<file path="config.mk">
export PLATFORM = sky130hd
export DESIGN_NAME = x2050_roar
export DESIGN_NICKNAME = d
export VERILOG_FILES = /design/src/rtl/x2050_pkg.sv /design/src/rtl/x2050_nxtaddr.sv /design/src/rtl/x2050_roar.sv
export SDC_FILE = /design/constraint.sdc
export NUM_CORES = 1
export LEC_CHECK = 0
export ABC_AREA = 1
export CAP_MARGIN = 20
export CELL_PAD_IN_SITES_DETAIL_PLACEMENT = 1
export CELL_PAD_IN_SITES_GLOBAL_PLACEMENT = 2
export CORE_AREA = 2 2 204 126
export DETAILED_ROUTE_END_ITERATION = 7
export DIE_AREA = 0 0 206 128
export PLACE_DENSITY = 0.77
export SETUP_SLACK_MARGIN = 0.4
export SYNTH_ARGS = -nofsm -noshare
export SYNTH_HDL_FRONTEND = slang
export SYNTH_SLANG_ARGS = --single-unit
export TNS_END_PERCENT = 10
</file>
<file path="constraint.sdc">
create_clock -name i_clk -period 1.5 [get_ports i_clk]
set_input_delay 0.225 -clock i_clk [delete_from_list [all_inputs] [get_ports i_clk]]
set_output_delay 0.225 -clock i_clk [all_outputs]
set_load 0.005 [all_outputs]
</file>
<file path="src/rtl/x2050_pkg.sv">
// x2050_pkg
// Shared definitions for the ROAR sequencer: address/word widths, the
// bit positions of the NA/AB/BB microword fields, and the sequencer
// state encoding.
package x2050_pkg;

  localparam int ROS_AW = 12;   // ROS address width
  localparam int ROS_DW = 90;   // ROS word width

  // Microword field positions
  localparam int NA_HI = 89;
  localparam int NA_LO = 78;
  localparam int AB_HI = 77;
  localparam int AB_LO = 74;
  localparam int BB_HI = 73;
  localparam int BB_LO = 70;

  typedef enum logic [1:0] {
    ST_STOP = 2'd0,
    ST_RUN  = 2'd1,
    ST_STEP = 2'd2
  } state_e;

endpackage

</file>
<file path="src/rtl/x2050_nxtaddr.sv">
// x2050_nxtaddr
// Combinational next-address formation. The upper ten bits come straight
// from NA; each of the two low bits is either the matching NA bit (select
// code 0) or the condition bit chosen by the select code.
// Ports:
//   na        12-bit next-address field
//   ab, bb    4-bit branch select codes for address bits 1 and 0
//   cond      16-bit condition vector (bit 0 is never selected)
//   next_addr 12-bit next ROS address
module x2050_nxtaddr
  import x2050_pkg::*;
(
  input  logic [ROS_AW-1:0] na,
  input  logic [3:0]        ab,
  input  logic [3:0]        bb,
  input  logic [15:0]       cond,
  output logic [ROS_AW-1:0] next_addr
);

  logic bit_a;
  logic bit_b;

  always_comb begin
    bit_a = (ab == 4'd0) ? na[1] : cond[ab];
    bit_b = (bb == 4'd0) ? na[0] : cond[bb];
    next_addr = {na[ROS_AW-1:2], bit_a, bit_b};
  end

endmodule

</file>
<file path="src/rtl/x2050_roar.sv">
// x2050_roar
// ROS address register (ROAR) and data register (ROSDR) sequencer.
// ROAR addresses readonly storage; the returned word is latched into
// ROSDR on a latch edge while ROAR advances to the word's next address.
// Optional build macro: X2050_ROS_PARITY_EN adds odd-parity checking of
// each latched word with a sticky error flag.
// Ports:
//   i_clk, i_reset          clock, asynchronous active-low reset
//   i_ros_data / o_ros_addr ROS read data (same cycle) / address (ROAR)
//   i_start, i_start_addr   load ROAR and enter RUN
//   i_stop, i_step, i_hold  stop, single-step, stall controls
//   i_cond                  branch condition vector
//   i_trap, i_trap_addr     forced branch
//   o_word, o_word_valid    ROSDR and new-word pulse
//   o_run                   high in RUN or STEP
//   o_ros_check             sticky ROS parity error
module x2050_roar
  import x2050_pkg::*;
#(
  parameter logic [11:0] RESET_ADDR = 12'h000
) (
  input  logic              i_clk,
  input  logic              i_reset,
  input  logic [ROS_DW-1:0] i_ros_data,
  output logic [ROS_AW-1:0] o_ros_addr,
  input  logic              i_start,
  input  logic [ROS_AW-1:0] i_start_addr,
  input  logic              i_stop,
  input  logic              i_step,
  input  logic              i_hold,
  input  logic [15:0]       i_cond,
  input  logic              i_trap,
  input  logic [ROS_AW-1:0] i_trap_addr,
  output logic [ROS_DW-1:0] o_word,
  output logic              o_word_valid,
  output logic              o_run,
  output logic              o_ros_check
);

  state_e            state;
  state_e            state_nxt;
  logic              latch;
  logic              load_start;
  logic              load_trap;
  logic              par_bad;
  logic [ROS_AW-1:0] roar;
  logic [ROS_DW-1:0] rosdr;
  logic              word_vld;
  logic [ROS_AW-1:0] next_addr;

  x2050_nxtaddr u_nxtaddr (
    .na        (i_ros_data[NA_HI:NA_LO]),
    .ab        (i_ros_data[AB_HI:AB_LO]),
    .bb        (i_ros_data[BB_HI:BB_LO]),
    .cond      (i_cond),
    .next_addr (next_addr)
  );

`ifdef X2050_ROS_PARITY_EN
  // Good words carry odd parity over all 90 bits.
  assign par_bad = ~(^i_ros_data);
`else
  assign par_bad = 1'b0;
`endif

  always_ff @(posedge i_clk or negedge i_reset) begin
    if (!i_reset) state <= ST_STOP;
    else          state <= state_nxt;
  end

  // Edge priority: trap, stop, start, hold, normal advance.
  always_comb begin
    state_nxt  = state;
    latch      = 1'b0;
    load_start = 1'b0;
    load_trap  = 1'b0;
    if (i_trap && state != ST_STOP) begin
      load_trap = 1'b1;
      state_nxt = ST_RUN;
    end else if (i_stop && state != ST_STOP) begin
      state_nxt = ST_STOP;
    end else if (i_start) begin
      load_start = 1'b1;
      state_nxt  = ST_RUN;
    end else begin
      case (state)
        ST_RUN:  latch = ~i_hold;
        ST_STEP: begin
          latch     = 1'b1;
          state_nxt = ST_STOP;
        end
        ST_STOP: if (i_step) state_nxt = ST_STEP;
        default: state_nxt = ST_STOP;
      endcase
    end
    // A word failing parity is still latched but halts the sequencer.
    if (latch && par_bad) state_nxt = ST_STOP;
  end

  always_ff @(posedge i_clk or negedge i_reset) begin
    if (!i_reset) begin
      roar     <= RESET_ADDR;
      rosdr    <= '0;
      word_vld <= 1'b0;
    end else begin
      word_vld <= 1'b0;
      if (load_trap) begin
        roar <= i_trap_addr;
      end else if (load_start) begin
        roar <= i_start_addr;
      end else if (latch) begin
        rosdr    <= i_ros_data;
        roar     <= next_addr;
        word_vld <= ~par_bad;
      end
    end
  end

`ifdef X2050_ROS_PARITY_EN
  logic ros_check;

  always_ff @(posedge i_clk or negedge i_reset) begin
    if (!i_reset)              ros_check <= 1'b0;
    else if (load_start)       ros_check <= 1'b0;
    else if (latch && par_bad) ros_check <= 1'b1;
  end

  assign o_ros_check = ros_check;
`else
  assign o_ros_check = 1'b0;
`endif

  assign o_ros_addr   = roar;
  assign o_word       = rosdr;
  assign o_word_valid = word_vld;
  assign o_run        = (state != ST_STOP);

endmodule

</file>
# ---- Yosys cells after proc, flatten, opt, wreduce, memory -nomap -nowiden
# Cells that the tools add are included.
dict set report totals {
  register_bits 105
  elab_cells 47
  input_bits 137
}
dict set report op_classes {
  eq_ne 4
  reduce_logical 9
  muxes 25
  n_bitwise 3
  n_lt_le_gt_ge 2
}
# operator n
set op_table {}
lappend op_table {{two-way mux 12 bit} 3}
lappend op_table {{two-way mux 1 bit} 14}
lappend op_table {{< comparator 4 x 5 -> 1 bit, second input constant} 2}
lappend op_table {{binary-select mux 1 bit (select 4 bit)} 2}
lappend op_table {{logical NOT 4 bit} 2}
lappend op_table {{two-way mux 2 bit} 4}
lappend op_table {{inequality test 5 bit, second input constant} 1}
lappend op_table {{inequality test 4 bit, second input constant} 1}
lappend op_table {{one-hot mux 2 bit (2 select lines)} 1}
lappend op_table {{inverter 1 bit} 3}
lappend op_table {{AND reduction 3 bit} 1}
lappend op_table {{nonzero test 3 bit} 1}
lappend op_table {{equality test 2 x 1 -> 1 bit, second input constant} 1}
lappend op_table {{equality test 2 bit, second input constant} 1}
lappend op_table {{logical AND 1 bit} 2}
lappend op_table {{logical NOT 2 bit} 1}
lappend op_table {{one-hot mux 1 bit (2 select lines)} 1}
lappend op_table {{AND reduction 2 bit} 1}
lappend op_table {{nonzero test 2 bit} 1}

# ---- Logic depth before layout (Yosys ltp)
# Gate-level depths: netlist of run 1.
dict set report logic_depth {
  depth_word 8
  mapped_depth 12
  depth_no_buf 10
}

# ---- Modules after synthesis
# A second synthesis of run 1 with hierarchy kept.
dict set report unflattened {
  hier_cells 617
  area_unflattened_um2 4882.2
}
# mod n_inst area_each_um2 seq_area_each_um2 cells_per_inst
set modules_own_cells {}
lappend modules_own_cells {x2050_roar 1 4404.2 2627.5 521}
lappend modules_own_cells {x2050_nxtaddr 1 478.0 0.0 96}

# ---- Worst setup path before layout of run 1
# OpenSTA, ideal clock, no wires.
dict set report synth_timing {
  path_type {register to register}
  startpoint {reg state[0]}
  endpoint {reg roar[10] (netlist: o_ros_addr[10])}
  path_slack_ps -91
  t_arrival_ps 1466
  setup_ps 125
  period_less_slack_ps 1591
  stages_incl_launch_ff 13
  n_path_buf 2
  t_required_ps 1375
  cell_sequence {dfrtp_1 > inv_1 > ha_1 > inv_2 > nand2_2 > nand3_1 > nor2_1 > buf_4 > nor2_4 > clkinv_2 > buf_6 > nor2_1 > a21oi_2}
}
dict set report synth_between {
  elab_chain_cells 6
  word_cells_on_any_way 15
}
# item line
set synth_rtl {}
lappend synth_rtl {{start: declaration} x2050_roar.sv:40} ;# state_e state;
lappend synth_rtl {{start signal: assignment} x2050_roar.sv:68} ;# else state <= state_nxt;
lappend synth_rtl {{equality test 2 bit (tied with other cells)} x2050_roar.sv:86} ;# case (state)
lappend synth_rtl {{one-hot mux 1 bit (2 select lines) or logical AND 1 bit (tied branches)} {x2050_roar.sv:86, x2050_roar.sv:80}}
lappend synth_rtl {{two-way mux 1 bit (on tied branches)} {x2050_roar.sv:82, x2050_roar.sv:80}}
lappend synth_rtl {{two-way mux 1 bit (on tied branches)} {x2050_roar.sv:80, x2050_roar.sv:77}}
lappend synth_rtl {{two-way mux 1 bit or two-way mux 12 bit (tied branches)} {x2050_roar.sv:77, x2050_roar.sv:109}}
lappend synth_rtl {{nonzero test 3 bit (no source line) or two-way mux 12 bit (tied branches)} n/a}
lappend synth_rtl {{end signal: assignment} x2050_roar.sv:108} ;# roar <= i_trap_addr;
lappend synth_rtl {{end signal: assignment} x2050_roar.sv:110} ;# roar <= i_start_addr;
lappend synth_rtl {{end signal: assignment} x2050_roar.sv:113} ;# roar <= next_addr;
lappend synth_rtl {{end: declaration} x2050_roar.sv:46} ;# logic [ROS_AW-1:0] roar;
# Several ways; a longest one is shown, not always the timed one.
# A chain may end at the register's enable or synchronous reset.

# ---- Worst setup path after layout of run 1
dict set report layout_timing {
  startpoint {reg state[1]}
  endpoint {reg roar[6] (netlist: o_ros_addr[6])}
}
# Same word-level chain as after synthesis.

==> results.toml, run 1 <==
[status]
run_status = "finished with violations"
violated_checks = "negative setup slack"

[grt]
global_route_usage_over_all_layers_pct = 13.27
grt_start_max_net_pins = 30
initial_antenna_violation_count = 0
gr-total-overflow = 0
grt_first_pass_wirelength_um = 26970
via_count_of_the_first_global_routing_pass = 4944

[sta]
setup_viol = 103
min_period_over_period_pct = 116.1
setup_repair_after_global_routing_missed_its_margin = "yes"
maxSlewViolCount = 0
max_clock_freq_mhz = 574.4
hold_viol = 0
worst_hold_slack_ns = 0.3831
maxSlewHeadroom_pct = 65.39
timing.final.crit_period_ns = 1.741
skew_ns = 0.004512
worst_pin_slew_ns = 0.5192
final_critical_path_setup_slack_ns = -0.2409

[clocking]
tritoncts = "built"
cts_buffers = 9
clkTransAtPathRegs_ns = 0.07
cts_max_path_buffers = 2
worst_skew_pair.late_latency_ns = 0.36
h_tree_depth_reported_by_cts = 3
numClockSinks = 105
cts_root_buffer_type = "clkbuf_16"

[yosys]
synth_top_cell_area_share_pct = 57.53
postSynthCellCount = 559
synth-warning-count = 0
post_synth_instance_area_sq_um = 4567
synth_enable_flop_cells = 0
async_flop_share_pct = 100.0
synth.ff_latch_count = 105
synth_top_area_cell = "dfrtp_1"
synth.avg_cell_area_sq_um = 8.170
synth_seq_area_share_pct = 57.53
synth_area_leaders = "dfrtp_1 (58%), nand2_1 (24%), nand3_1 (2.6%)"
synthDistinctLibCells = 25
synth-main-ff-cell = "dfrtp_1"
net_count_synth = 699
synth_top_cells_by_count = "nand2_1 (292), dfrtp_1 (105), inv_1 (26), nand3_1 (24), buf_2 (21)"
synth_most_common_cell = "nand2_1"

[placed_design]
hpwl_um = 13630
placed_cell_areas_sq_um = 7820
place.gp.congestion = 0.7684
dpl_worst_slack_ns = -0.3010
dpl.cell_count = 1152
placement.io_buffers = 239

[final_layout]
fillerInstances = 2929
fraction_of_final_layout_cells_sized_beyond_drive_strength_1_pct = 22.55
area_growth_pct = 77.92
instances_no_fill = 1176
insertedDiodeCount = 0
total_area_of_sequential_cells_sq_um = 2628
nNetsFinal = 982
finish.instance_area_sq_um = 8125
multiInputGateArea_sq_um = 1872

[route]
first_iter_violations = 153
postRouteWirelength_um = 17850
route.detailed.vias_per_inst = 3.952
drc_errors = 0
antenna_left = 0
detail_route.first_pass.iterations = 4
num_vias = 4647
wl_per_cell_um = 15.18

[worst_setup_path]
critPathRequiredTime_ns = 1.73
timing.reg2reg.worst_path_depth = 10
crit_path_start_kind = "flip-flop"
timing.critical_path.cells = "inv_2, ha_4, inv_6, nand2_4, nand3_4, nor2_4, clkinv_4, buf_12, o21ai_0, a21oi_1"
cp_data_arrival_time_ns = 1.98
cpPeakStageDelay_ns = 0.39
cp_slowest_cell = "dfrtp_1"
crit_path_max_fanout = 23
worst_setup_end_kind = "flip-flop"
critical_setup_path_class = "flip-flop to flip-flop"

[floorplan]
num_rows = 45
die_area_sq_um = 26370
die_height_um = 128
die_width_um = 206
design.portCount = 242
initial_core_utilization_pct = 18.52
floorplan.core_area_sq_um = 24660

[min_path]
holdCritPathClass = "primary input to asynchronous set/reset pin"

[pwr]
totalPowerFinal_mw = 12.32
leakage_nw = 4.085
powerDensity_nw_per_um2 = 1516
power.ir.vdd_worst_mv = 0.5138

[flow_run]
drv.max_cap_violation_count = 0
## registers in the layout (all words and copies together), names as in the netlist
signal and count:
o_ros_addr 12, o_word 90, o_word_valid 1, state 2
## power breakdown
part / internal [mW] / total, mW / switching (mW)
Clock: 1.47 / 2.57 / 1.10
Sequential: 4.18 / 4.98 / 0.798
Combinational: 2.49 / 4.76 / 2.27
Total: 8.14 / 12.3 / 4.17
## layout by cell type, fill, tap and decap left out, drive strengths merged
cell / instances
o21ai: 28
a31oi: 2
clkinvlp: 3
clkinv: 3
a21oi: 14
inv: 27
nand4: 1
dlygate4sd2: 39
a32oi: 10
dfrtp: 105
clkbuf: 14
clkdlybuf4s50: 134
nand3: 24
nor2: 16
conb: 1
nor3: 2
dlygate4sd3: 1
bufinv: 2
buf: 123
ha: 3
nand2: 294
o21bai: 1
## cell families after synthesis
group	count (synthesis)	synth area share [%]
other	1	0.08211
AOI/OAI and AO/OA	55	7.123
buffers and inverters	58	5.698
DFF	105	57.53
and+or+nand+nor	337	28.74
adders and majority gates	3	0.8220
## critical path, delay by kind of cell (launching register included)
family,cells,cell delay [ns]
AO/OA/AOI/OAI,2,0.25
buffers and inverters,4,0.47
flip-flops,1,0.39
AND/OR/NAND/NOR,3,0.33
adder cells (fa/ha/maj),1,0.17
## per-layer routing
| layer | part of all wire [%] | vias up | global-route usage (%) |
|---|---|---|---|
| li1 | - | 2313 | - |
| met1 | 48 | 2205 | 18.48 |
| met2 | 43 | 120 | 19.72 |
| met3 | 8.2 | 9 | 4.982 |
| met4 | 0.70 | 0 | 2.395 |
| met5 | 0 | - | 0 |
## layout make-up
class	count	share of cell area (%)
Clock inverter	6	1.124
Inverter	29	1.524
Timing Repair Buffer	301	34.09
Sequential cell	105	32.34
Tap cell	329	5.066
Clock buffer	10	2.818
Multi-Input combinational cell	396	23.04
## worst paths after layout
| path | from | end | slack, ns |
|---|---|---|---|
| min | i_reset | o_word[60] | 0.38 |
| max in group asynchronous | i_reset | o_word[81] | 0.60 |
| min in group i_clk | i_ros_data[1] | o_word[1] | 0.40 |
| max | state[1] | o_ros_addr[6] | -0.24 |
| min reg2reg | o_word[12] | o_word[12] | 0.47 |
| max reg2reg | state[1] | o_ros_addr[6] | -0.24 |
## repair_timing
action                                 CTS  global route
endpoints found under the hold margin   20             0
pin swaps                                1             6
setup endpoints to repair              209           209
cloned                                   0             3
setup buffers                            1             3
resized for setup                      312            58
hold buffers                             1             0
## metrics by stage
stage / setup TNS [ns] / util, %
global placement: -21.15 / 31.71
global route: -30.06 / 32.95
finish: -19.24 / 32.95
CTS: -19.26 / 31.84
floorplan: -0.02950 / -
detailed placement: -24.56 / 31.71
Power figures use the tool's default switching activity.
==> run 2: changes to the inputs <==
CORE_AREA = 2 2 210 130   (was 2 2 204 126)
DIE_AREA = 0 0 212 132   (was 0 0 206 128)
PLACE_DENSITY = 0.76   (was 0.77)
SYNTH_HIERARCHICAL = 1   (was default)
==> results.toml, run 2 <==
[worst_setup_path]
timing.reg2reg.worst_path_depth = 12
timing.critical_path.cells = "buf_6, ha_4, inv_4, nor2_4, nor2_2, nor2_2, nand2_4, buf_12, nand2_4, buf_12, nand2_2, nand2_1"
cp_slowest_cell = "dfrtp_1"
critPathRequiredTime_ns = 1.75
cpPeakStageDelay_ns = 0.41
critical_setup_path_class = "flip-flop to flip-flop"
crit_path_max_fanout = 7
worstReg2RegStart = "state[0]"
cp_data_arrival_time_ns = 1.94
crit-reg2reg-capture = "o_ros_addr[11]"
ff2ff_setup_slack_ns = -0.19
worst_setup_end_kind = "flip-flop"
crit_path_start_kind = "flip-flop"

[clocking]
h_tree_depth_reported_by_cts = 3
cts_root_buffer_type = "clkbuf_16"
numClockSinks = 105
tritoncts = "built"
clkTransAtPathRegs_ns = 0.08
worst_skew_pair.late_latency_ns = 0.36
cts_max_path_buffers = 2
cts_buffers = 9

[sta]
min_period_over_period_pct = 112.6
setup_repair_after_global_routing_missed_its_margin = "yes"
maxSlewViolCount = 0
worst_hold_slack_ns = 0.2067
hold_viol = 0
skew_ns = 0.008677
setup_viol = 106
totalNegativeSetupSlack_ns = -16.45
max_clock_freq_mhz = 592.0
final_critical_path_setup_slack_ns = -0.1892
timing.final.crit_period_ns = 1.689

[yosys]
synth_top_area_cell = "dfrtp_1"
synth-main-ff-cell = "dfrtp_1"
synth_enable_flop_cells = 0
synth.avg_cell_area_sq_um = 7.913
synth_top_cells_by_count = "nand2_1 (359), dfrtp_1 (105), nand3_1 (54), buf_4 (22), inv_1 (18)"
synth_top_cell_area_share_pct = 53.82
synth_seq_area_share_pct = 53.82
synth_area_leaders = "dfrtp_1 (54%), nand2_1 (28%), nand3_1 (5.5%)"
postSynthCellCount = 617
net_count_synth = 757
synthDistinctLibCells = 24
async_flop_share_pct = 100.0
synth.ff_latch_count = 105
synth_most_common_cell = "nand2_1"
synth-warning-count = 6
post_synth_instance_area_sq_um = 4882

[floorplan]
num_rows = 46
design.portCount = 242
initial_core_utilization_pct = 18.81
die_area_sq_um = 27980
die_width_um = 212
die_height_um = 132
floorplan.core_area_sq_um = 25960

[final_layout]
finish.instance_area_sq_um = 8061
fraction_of_final_layout_cells_sized_beyond_drive_strength_1_pct = 25.23
fillerInstances = 3130
final_util_pct = 31.06
most_common_cell_after_layout_fill_and_taps_aside = "nand2_1"
largest_register_ffs = 90
insertedDiodeCount = 0
instances_no_fill = 1244
most-common-layout-cells = "nand2_1 (337), clkdlybuf4s50_1 (134), dfrtp_1 (105)"
nNetsFinal = 1020
area_growth_pct = 65.12

[grt]
initial_antenna_violation_count = 0
gr-total-overflow = 0
grt_start_max_net_pins = 54
grt_first_pass_wirelength_um = 29680
global_route_usage_over_all_layers_pct = 13.89
via_count_of_the_first_global_routing_pass = 5035

[flow_run]
drv.max_cap_violation_count = 0

[placed_design]
place.gp.congestion = 0.7953
dpl.cell_count = 1213
hpwl_um = 13900
placed_cell_areas_sq_um = 7830
placement.io_buffers = 239

[route]
wl_per_cell_um = 15.98
num_vias = 4872
drc_errors = 0
postRouteWirelength_um = 19880
first_iter_violations = 203
detail_route.first_pass.iterations = 4
route.detailed.vias_per_inst = 3.916
antenna_left = 0

[pwr]
powerDensity_nw_per_um2 = 1470
leakage_nw = 4.179
power.ir.vdd_worst_mv = 0.5097

[status]
run_status = "finished with violations"
violated_checks = "negative setup slack"

[min_path]
holdCritPathClass = "primary input to asynchronous set/reset pin"
## run 2: changes by cell type after synthesis, moves of 4 or more
cell      before  now
a21oi_1       12    1
a32oi_1       10    0
buf_2         21    6
buf_4          2   22
buf_6          1   11
clkbuf_1       5    1
inv_1         26   18
inv_2          1    5
nand2_1      292  359
nand3_1       24   54
nor2_1        15    8
o21ai_0       13    3
o21ai_1       15    0
## run 2: timing repair
action / in CTS / in global routing
setup endpoints to repair: 209 / 209
hold buffers: 1 / 0
gates cloned: 4 / 3
setup buffers: 8 / 0
gates resized for setup: 435 / 42
pin swaps: 13 / 11
hold endpoints to repair: 105 / 0
## run 2: logic make-up after synthesis
kind of cell | synth area share (%)
DFF | 53.82
other | 0.07681
adders and majority gates | 0.7689
AOI/OAI and AO/OA | 0.7687
and+or+nand+nor | 35.90
buffers and inverters | 8.662
## run 2: routing by layer
metal,share of wire (%),GRT usage [%]
met3,8.0,5.241
met5,0,0
met2,40,19.38
met4,0.69,2.582
met1,51,20.26
## run 2: per-stage QoR
stage          setup slack [ns]  total power, mW
3_3_place_gp            -0.3580            10.42
6_report                -0.1892            11.85
5_1_grt                 -0.2732            12.83
3_5_place_dp            -0.4454            10.50
2_1_floorplan           0.05080            6.598
4_1_cts                 -0.2166            11.89
## run 2: critical path, delay by kind of cell, from the launching register on
kind,cells,cell delay [ns]
buffers and inverters,4,0.51
AND/OR/NAND/NOR,7,0.52
flip-flops,1,0.41
adder cells (fa/ha/maj),1,0.15
## run 2: how the worst max path moves through the flow
stage	start	endpoint	cells after the start
after floorplan	state[1]	o_word[10]	11
after global placement	i_ros_data[70]	o_ros_addr[0]	13
after detailed placement	i_ros_data[70]	o_ros_addr[0]	13
after CTS	state[0]	o_word[67]	12
after global routing	state[0]	o_ros_addr[7]	12
final	state[0]	o_ros_addr[11]	12
## run 2: cell type report
type / instances / area [sq um] / share of cell area (%)
Inverter: 25 / 116.4 / 1.443
Clock inverter: 5 / 40.04 / 0.4967
Clock buffer: 10 / 229.0 / 2.840
Tap cell: 360 / 450.4 / 5.587
Sequential cell: 105 / 2628 / 32.59
Multi-Input combinational cell: 447 / 1973 / 24.48
Timing Repair Buffer: 292 / 2625 / 32.56
## run 2: power by group
group | total [mW] | switching, mW | internal [mW]
Sequential | 4.85 | 0.716 | 4.13
Clock | 2.29 | 1.15 | 1.13
Combinational | 4.72 | 2.32 | 2.40
==> run 3: changes to the inputs <==
ABC_AREA = 0   (was 1)
CORE_AREA = 2 2 199 123   (was 2 2 210 130)
DIE_AREA = 0 0 201 125   (was 0 0 212 132)
PLACE_DENSITY = 0.78   (was 0.76)
==> results.toml, run 3 <==
[final_layout]
final_util_pct = 33.08
most-common-layout-cells = "nand2_1 (271), clkdlybuf4s50_1 (133), dfrtp_1 (105)"
area_growth_pct = 69.44
largest_register_ffs = 90
nNetsFinal = 911
most_common_cell_after_layout_fill_and_taps_aside = "nand2_1"
finish.instance_area_sq_um = 7776
fraction_of_final_layout_cells_sized_beyond_drive_strength_1_pct = 26.71

[pwr]
powerDensity_nw_per_um2 = 1472
power.ir.vdd_worst_mv = 0.6011
leakage_nw = 3.883

[yosys]
post_synth_instance_area_sq_um = 4589
synth.avg_cell_area_sq_um = 9.216
postSynthCellCount = 498
synth_top_area_cell = "dfrtp_1"
synthDistinctLibCells = 39
synth_seq_area_share_pct = 57.25
synth-warning-count = 6
async_flop_share_pct = 100.0
synth-compound-area-share_pct = 7.034
yosys.area_share.xor_xnor_pct = 0
synth.ff_latch_count = 105
synth_most_common_cell = "nand2_1"
yosys.area_share.simple_pct = 24.56
synth_top_cell_area_share_pct = 57.25
synth_enable_flop_cells = 0
synth_top_cells_by_count = "nand2_1 (273), dfrtp_1 (105), buf_4 (14), buf_2 (13)"
synth_area_leaders = "dfrtp_1 (57%), nand2_1 (22%), buf_4 (2.3%)"
net_count_synth = 638
synth-adder-area-share_pct = 0.8179
synth-main-ff-cell = "dfrtp_1"
largest_family_of_logic_cells_by_synthesized_area = "simple AND/OR/NAND/NOR gates"
yosys-mux-area-fraction_pct = 4.744

[sta]
totalNegativeSetupSlack_ns = -19.48
max_clock_freq_mhz = 571.3
min_period_over_period_pct = 116.7
setup_repair_after_global_routing_missed_its_margin = "yes"
setup_viol = 102
timing.final.crit_period_ns = 1.751
skew_ns = 0.005382
hold_viol = 0
maxSlewViolCount = 0
final_critical_path_setup_slack_ns = -0.2505

[route]
num_vias = 4380
first_iter_violations = 123
wl_per_cell_um = 16.70
antenna_left = 0
detail_route.first_pass.iterations = 5
route.detailed.vias_per_inst = 3.989
postRouteWirelength_um = 18340
drc_errors = 0

[grt]
initial_antenna_violation_count = 1
via_count_of_the_first_global_routing_pass = 4825
gr-total-overflow = 0
global_route_usage_over_all_layers_pct = 14.74
grt_first_pass_wirelength_um = 28520
grt_start_max_net_pins = 47

[clocking]
h_tree_depth_reported_by_cts = 3
numClockSinks = 105
worst_skew_pair.late_latency_ns = 0.35
clkTransAtPathRegs_ns = 0.07
cts_root_buffer_type = "clkbuf_16"
cts_max_path_buffers = 2
cts_buffers = 9
tritoncts = "built"

[worst_setup_path]
timing.critical_path.cells = "inv_2, ha_2, nor2b_4, o2111ai_4, buf_6, buf_12, clkbuf_16, nand2_1, nand2_1"
crit_path_start_kind = "flip-flop"
cp_slowest_cell = "dfrtp_1"
ff2ff_setup_slack_ns = -0.25
worst_setup_end_kind = "flip-flop"
critical_setup_path_class = "flip-flop to flip-flop"
critPathRequiredTime_ns = 1.74
cp_data_arrival_time_ns = 2.00
crit_path_max_fanout = 17
path_common_cell = "nand2_1"
cpPeakStageDelay_ns = 0.41

[placed_design]
dpl_worst_slack_ns = -0.6979
hpwl_um = 13740
placed_cell_areas_sq_um = 7666
place.gp.congestion = 0.8039
placement.io_buffers = 239

[status]
violated_checks = "negative setup slack"
run_status = "finished with violations"

[floorplan]
design.portCount = 242
die_area_sq_um = 25130
initial_core_utilization_pct = 19.52
floorplan.core_area_sq_um = 23510
die_width_um = 201
die_height_um = 125
num_rows = 44

[flow_run]
drv.max_cap_violation_count = 0

[min_path]
holdCritPathClass = "primary input to asynchronous set/reset pin"
## run 3: changes by cell type in the layout (fill, tap and decap cells not counted), sizes merged, moves of 6 or more
cell,delta
inv,-20
nand2,-88
mux2i,+6
nor2,-7
mux4,+6
buf,+9
nand3,-54
## run 3: kinds of logic (layout without fill, tap and decap cells)
| logic type | after synthesis | in the layout |
|---|---|---|
| other | 1 | 2 |
| adders and majority gates | 3 | 3 |
| and+or+nand+nor | 292 | 293 |
| AOI/OAI and AO/OA | 41 | 41 |
| buffers and inverters | 43 | 319 |
| DFF | 105 | 105 |
| muxes | 13 | 13 |
## run 3: power by group
| part | leakage, nW | total [mW] | internal (mW) | switching, mW |
|---|---|---|---|---|
| Combinational | 2.43 | 4.25 | 2.23 | 2.02 |
| Clock | 0.148 | 2.46 | 1.37 | 1.08 |
| Sequential | 1.30 | 4.75 | 4.08 | 0.664 |
| Total | 3.88 | 11.4 | 7.69 | 3.76 |
## run 3: routing by layer
layer	global-route usage (%)	up-vias	part of all wire, %
li1	-	2126	-
met1	19.51	2096	48
met2	22.57	147	43
met3	6.230	11	8.4
met4	2.919	0	0.89
met5	0	-	0
## run 3: worst max-delay path: cells and delay by family (launching register included)
kind | cells | cell delay, ns
AO/OA/AOI/OAI | 1 | 0.15
adder cells (fa/ha/maj) | 1 | 0.18
buffers and inverters | 4 | 0.60
flip-flops | 1 | 0.41
AND/OR/NAND/NOR | 3 | 0.28
## run 3: final cells by class
cell class / count / area [sq um]
Multi-Input combinational cell: 351 / 1818
Clock buffer: 12 / 256.5
Fill cell: 2749 / 15730
Inverter: 6 / 25.02
Tap cell: 322 / 402.9
Antenna cell: 1 / 2.502
Clock inverter: 3 / 40.04
Timing Repair Buffer: 298 / 2604
Sequential cell: 105 / 2628
## run 3: what timing repair did
action	in CTS	in global routing
hold buffers	1	0
hold endpoints to repair	14	0
endpoints found under the setup margin	209	209
buffers inserted	6	0
resized for setup	448	21
pin swaps	4	2
gates cloned	1	2
## run 3: stage by stage
step / instances / power [mW] / hold WS [ns]
floorplan: 498 / 6.276 / -0.07059
detailed placement: 1072 / 10.07 / 0.1363
global placement: 1072 / 9.954 / 0.1318
global route: 1097 / 12.38 / 0.2986
CTS: 1095 / 11.56 / 0.2785
finish: 1098 / 11.45 / 0.2968
## run 3: worst paths after layout
path,start,end,cells past startpoint
hold reg to reg,o_word[32],o_word[32],2
max in group asynchronous,i_reset,o_word[39],3
min in group i_clk,i_ros_data[70],o_word[70],4
hold / removal,i_reset,o_word_valid,2
setup reg to reg,state[1],o_word[15],9
setup / recovery,state[1],o_word[15],9
